**src/rtl/acc_reducer.sv**
```systemverilog
// Serialises per-core accumulator contributions into N_ACC shared registers
// through one external pipelined adder, with a drain-then-load clear handshake.
module acc_reducer #(
  parameter int unsigned N_CORE = 5,
  parameter int unsigned N_ACC  = 2,
  parameter int unsigned TAG_W  = (N_ACC > 1) ? $clog2(N_ACC) : 1
) (
  input  logic                                clk,
  input  logic                                rst,
  input  logic [N_CORE-1:0][N_ACC-1:0]        acc_req_valid,
  input  logic [N_CORE-1:0][N_ACC-1:0][31:0]  acc_data,
  output logic [N_CORE-1:0][N_ACC-1:0]        acc_req_ready,
  output logic                                add_valid,
  output logic [31:0]                         add_a,
  output logic [31:0]                         add_b,
  output logic [TAG_W-1:0]                    add_tag,
  input  logic                                add_result_valid,
  input  logic [31:0]                         add_result,
  input  logic [TAG_W-1:0]                    add_result_tag,
  input  logic                                clear,
  input  logic [N_ACC-1:0][31:0]              clear_data,
  output logic                                clear_done,
  output logic [N_ACC-1:0][31:0]              acc_value,
  output logic                                idle
);

  localparam int unsigned N_FLAT = N_CORE * N_ACC;
  localparam int unsigned PTR_W  = (N_FLAT > 1) ? $clog2(N_FLAT) : 1;

  typedef enum logic {RUN, DRAIN} state_t;

  state_t            state_q, state_d;
  logic [N_ACC-1:0]  busy_q;
  logic [PTR_W-1:0]  ptr_q;
  logic [N_FLAT-1:0] elig;
  logic              grant;
  logic [PTR_W-1:0]  grant_idx;
  logic              load;
  logic              res_hit;

  // Flat index core*N_ACC+acc matches the packed layout, so busy is replicated per core.
  assign elig = (!rst && state_q == RUN && !clear)
              ? (acc_req_valid & ~{N_CORE{busy_q}}) : '0;

  always_comb begin
    int unsigned f;
    logic [PTR_W-1:0] idx;
    grant     = 1'b0;
    grant_idx = '0;
    f         = 0;
    idx       = '0;
    for (int unsigned k = 1; k <= N_FLAT; k++) begin
      f = 32'(ptr_q) + k;
      if (f >= N_FLAT) f = f - N_FLAT;
      idx = PTR_W'(f);
      if (!grant && elig[idx]) begin
        grant     = 1'b1;
        grant_idx = idx;
      end
    end
  end

  always_comb begin
    acc_req_ready = '0;
    add_valid     = grant;
    add_a         = '0;
    add_b         = '0;
    add_tag       = '0;
    for (int unsigned c = 0; c < N_CORE; c++) begin
      for (int unsigned a = 0; a < N_ACC; a++) begin
        if (grant && grant_idx == PTR_W'(c * N_ACC + a)) begin
          acc_req_ready[c][a] = 1'b1;
          add_a               = acc_value[a];
          add_b               = acc_data[c][a];
          add_tag             = TAG_W'(a);
        end
      end
    end
  end

  // Results for an accumulator that is not waiting (e.g. issued before reset) are dropped.
  always_comb begin
    res_hit = 1'b0;
    for (int unsigned a = 0; a < N_ACC; a++) begin
      if (add_result_tag == TAG_W'(a)) res_hit = busy_q[a];
    end
    res_hit = res_hit && add_result_valid && !rst;
  end

  always_comb begin
    state_d = state_q;
    load    = 1'b0;
    case (state_q)
      RUN: begin
        if (clear) begin
          if (busy_q == '0) load = 1'b1;
          else              state_d = DRAIN;
        end
      end
      DRAIN: begin
        if (!clear) begin
          state_d = RUN;
        end else if (busy_q == '0) begin
          load    = 1'b1;
          state_d = RUN;
        end
      end
      default: state_d = RUN;
    endcase
    if (rst) load = 1'b0;
  end

  assign clear_done = load;
  assign idle       = (busy_q == '0) && (acc_req_valid == '0);

  always_ff @(posedge clk) begin
    if (rst) begin
      state_q   <= RUN;
      busy_q    <= '0;
      ptr_q     <= '0;
      acc_value <= '0;
    end else begin
      state_q <= state_d;
      if (grant) ptr_q <= grant_idx;
      for (int unsigned a = 0; a < N_ACC; a++) begin
        if (load) begin
          acc_value[a] <= clear_data[a];
        end else if (res_hit && add_result_tag == TAG_W'(a)) begin
          acc_value[a] <= add_result;
        end
        // A grant never targets the accumulator whose result returns this cycle.
        if (grant && add_tag == TAG_W'(a)) begin
          busy_q[a] <= 1'b1;
        end else if (res_hit && add_result_tag == TAG_W'(a)) begin
          busy_q[a] <= 1'b0;
        end
      end
    end
  end

endmodule

```
**config.mk**
```make
export PLATFORM = sky130hd
export DESIGN_NAME = acc_reducer
export DESIGN_NICKNAME = d
export VERILOG_FILES = /design/src/rtl/acc_reducer.sv
export SDC_FILE = /design/constraint.sdc
export NUM_CORES = 1
export LEC_CHECK = 0
export ABC_AREA = 1
export BUFFER_PORTS_ARGS = -buffer_cell sky130_fd_sc_hd__buf_4
export CORE_AREA = 5 5 219 221
export DETAILED_ROUTE_END_ITERATION = 16
export DIE_AREA = 0 0 224 226
export PLACE_DENSITY = 0.49
export REMOVE_ABC_BUFFERS = 1
export SYNTH_ARGS = -nofsm -noshare
export SYNTH_HDL_FRONTEND = slang
export SYNTH_SLANG_ARGS = --single-unit
```
**constraint.sdc**
```tcl
create_clock -name clk -period 6.2 [get_ports clk]
set_input_delay 1.55 -clock clk [delete_from_list [all_inputs] [get_ports clk]]
set_output_delay 1.55 -clock clk [all_outputs]
set_load 0.02 [all_outputs]
```
==> impl_metrics.py <==
metrics = {
    "worst_setup_path": {
        "worstPathRequired_ns": 4.65,
        "worst-path-buf-inv": 8,
        "r2r-start": "ptr_q[1]",
        "ff2ff_setup_slack_ns": 2.43,
        "path_delay_family": "simple AND/OR/NAND/NOR gates",
        "critPathLaunchType": "input pin",
        "path_max_fanout": 7,
        "critPathLaunch": "rst",
        "worstPathArrival_ns": 4.96,
        "crit_type": "input pin to primary output",
        "cp_common_cell": "nor2_4",
        "end_kind": "primary output",
        "crit_slowest_cell": "bufbuf_16",
        "max_stage_delay_ns": 0.32,
    },
    "yosys": {
        "synth-simple-area-share_pct": 54.4,
        "synthAdderAreaFrac_pct": 3.40,
        "seq_area_frac_synth_pct": 16.4,
        "async_flop_share_pct": 0,
        "synth-compound-area-share_pct": 12.4,
        "synthTopCellsByArea": "nand2_1 24%, nand3_1 17%, dfxtp_1 16%",
        "synth-edff-count": 0,
        "synth_most_common_cell": "nand2_1",
        "synthFlopType": "dfxtp_1",
        "synthesis.area_mm2": 0.00869,
        "syn_inst": 1605,
        "ys_top_cells_by_count": "554 x nand2_1, 290 x nand3_1, 143 x inv_1",
        "ys_seq_elements": 71,
        "synth_top_family_by_area": "simple AND/OR/NAND/NOR gates",
        "synth_cell_types": 48,
        "post-synth-top-area-cell": "nand2_1",
        "yosysTopAreaCellShare_pct": 23.9,
        "synth_area_per_cell_um2": 5.41,
        "synth_xor_area_share_pct": 1.32,
        "synthMuxAreaShare_pct": 0,
        "yosysWarningCount": 0,
    },
    "hold_path": {
        "hold_class": "flop to flop",
        "hold_start": "acc_value[25]",
    },
    "drt": {
        "via_per_inst": 4.70,
        "drc_errors": 0,
        "totalWireLength_mm": 60.7,
        "top_layer": "met5",
        "vias": 13679,
        "met3WireLength_mm": 4.63,
        "wl_met2_mm": 29.3,
        "antenna_left": 0,
        "met1Wirelength_mm": 25.4,
        "wire_per_inst_um": 20.9,
        "drtIter0Drc": 754,
        "dr.pass1.iters": 6,
    },
    "timing": {
        "rsz0062_at_grt": "yes",
        "max_slew_margin_pct": 43.5,
        "tightest_slew_ns": 0.844,
        "finalCriticalPeriod_ns": 6.51,
        "fin_skew_ns": 0.00465,
        "setup_viol": 32,
        "min_period_over_period_pct": 105,
        "hold_violations": 0,
        "slew_violations": 0,
        "fin_hold_ws_ns": 0.497,
        "worst_slack_ns": -0.306,
        "fin_setup_tns_ns": -6.87,
        "timing.fmax_ghz": 0.154,
    },
    "clocking": {
        "cts.clk_slew.worst_paths_ns": 0.06,
        "clk_root_buffer_cell": "clkbuf_16",
        "cts.sinks": 71,
        "clk-insertion-delay-late_ns": 0.33,
        "h-tree-depth": 3,
        "cts_made_buffers": 9,
        "cts_hold_buf": 0,
        "clk_path_buf_depth": 2,
        "cts_tree": "built",
    },
    "placed_design": {
        "portBuffers": 572,
        "gp_congestion": 0.934,
        "dp_hpwl_mm": 48.1,
    },
    "final_layout": {
        "layout.nets": 2746,
        "area_growth_pct": 94.0,
        "fill_cells": 4946,
        "drive_gt1_share_pct": 43.3,
    },
    "floorplanning": {
        "dieWidth_um": 224,
        "rows": 79,
        "io_pins": 573,
        "start_util_pct": 18.9,
        "die_y_um": 226,
        "core_area_mm2": 0.0460,
        "dieArea_mm2": 0.0506,
    },
    "global_route": {
        "grt_max_degree": 79,
        "antenna_found_initial": 6,
        "grt_util_all_layers_pct": 21.7,
        "grt_pass1_vias": 13534,
        "grt_pass1_wl_mm": 84.4,
        "grt-ovfl-total": 0,
    },
    "status": {
        "status": "complete, but fails checks",
        "violations": "setup timing",
    },
    "flow_run": {
        "cap_violations": 0,
    },
}
## metrics by stage
stage                     cell area (µm²)  cells  utilization, %  setup slack, ns
after CTS                           16200   2890            35.2           -0.259
after detailed placement            14700   2825            32.0           -0.346
final                               16900   2908            36.7           -0.306
after global placement              14700   2825            32.0           -0.331
after floorplan                      8240   1509               -            -1.43
after global routing                16900   2905            36.7           -0.508
## cell type report
cell class | count | area [µm²] | share of cell area [%]
clock buffers | 12 | 267 | 1.58
flip-flops and latches | 71 | 1420 | 8.45
well taps | 607 | 759 | 4.50
multi-input cells | 1279 | 6900 | 40.9
diodes | 4 | 10.0 | 0.0594
repair buffers | 771 | 6800 | 40.3
clock inverters | 4 | 76.3 | 0.453
inverters | 160 | 622 | 3.69
## sequential cells by signal, indices dropped and copies added (netlist names)
name and count:
ptr_q 4, acc_value 64, busy_q 2, state_q 1
## worst register-to-register path, cell delays in order (launching register included)
cell and delay [ns]:
dfxtp_2 0.34, inv_1 0.12, buf_4 0.15, ha_1 0.14, inv_1 0.06, fa_1 0.35, o21bai_2 0.24, xor2_1 0.16
buf_4 0.17, inv_2 0.07, nand2_1 0.05, nand3_1 0.06, nand2_1 0.05, nand2_1 0.07, o21ai_2 0.08, inv_2 0.13
buf_6 0.12, nand4_4 0.11, nor2_4 0.18, nand2_4 0.09, nor2_4 0.16, buf_6 0.13, nand2_2 0.06, buf_4 0.27
o211ai_1 0.25, inv_1 0.05
## kinds of logic (layout without fill, tap and decap cells)
| family | Yosys count | count (layout) |
|---|---|---|
| flip-flops | 71 | 71 |
| AO/OA/AOI/OAI | 182 | 182 |
| buffers and inverters | 256 | 947 |
| adder cells (fa/ha/maj) | 23 | 23 |
| AND/OR/NAND/NOR | 1062 | 1063 |
| other | 0 | 4 |
| XOR/XNOR | 11 | 11 |
## cells in the final DEF (no fill, tap or decap), types with 3 or more instances in the layout
cell / n
dfxtp_1: 69
nor3_4: 4
nand2_4: 8
nand3_4: 9
nor2_2: 16
nand3_2: 43
inv_1: 133
buf_6: 49
buf_16: 9
nand2_1: 514
nor3_1: 6
a31oi_1: 66
ha_1: 22
xor2_1: 10
nor2_4: 25
buf_8: 7
nand4_1: 42
nand3_1: 246
nand2_2: 42
a21oi_2: 12
nor2_1: 94
clkbuf_8: 3
o21ai_2: 8
buf_12: 38
a21oi_1: 42
clkbuf_16: 13
diode_2: 4
inv_2: 19
o21ai_0: 34
buf_4: 662
inv_4: 3
o21ai_1: 6
o211ai_1: 5
## layer usage
layer  GRT usage, %  up-vias
met2           37.3      569
met4           5.34        6
li1               -     6653
met5              0        -
met3           5.16       73
met1           27.6     6378
## final timing paths
kind	to	cells past startpoint
setup / recovery	add_b[10]	31
hold / removal	acc_value[25]	2
setup reg to reg	ptr_q[2]	25
hold reg to reg	acc_value[25]	2
## repair_timing
| item | CTS | global route |
|---|---|---|
| buffers inserted | 37 | 14 |
| gates cloned | 13 | 4 |
| resized for setup | 120 | 126 |
| setup endpoints to repair | 37 | 74 |
| pin swaps | 35 | 48 |
Power is not shown: default switching activity piles up to over one toggle a cycle in this logic, so the estimate is an artifact.
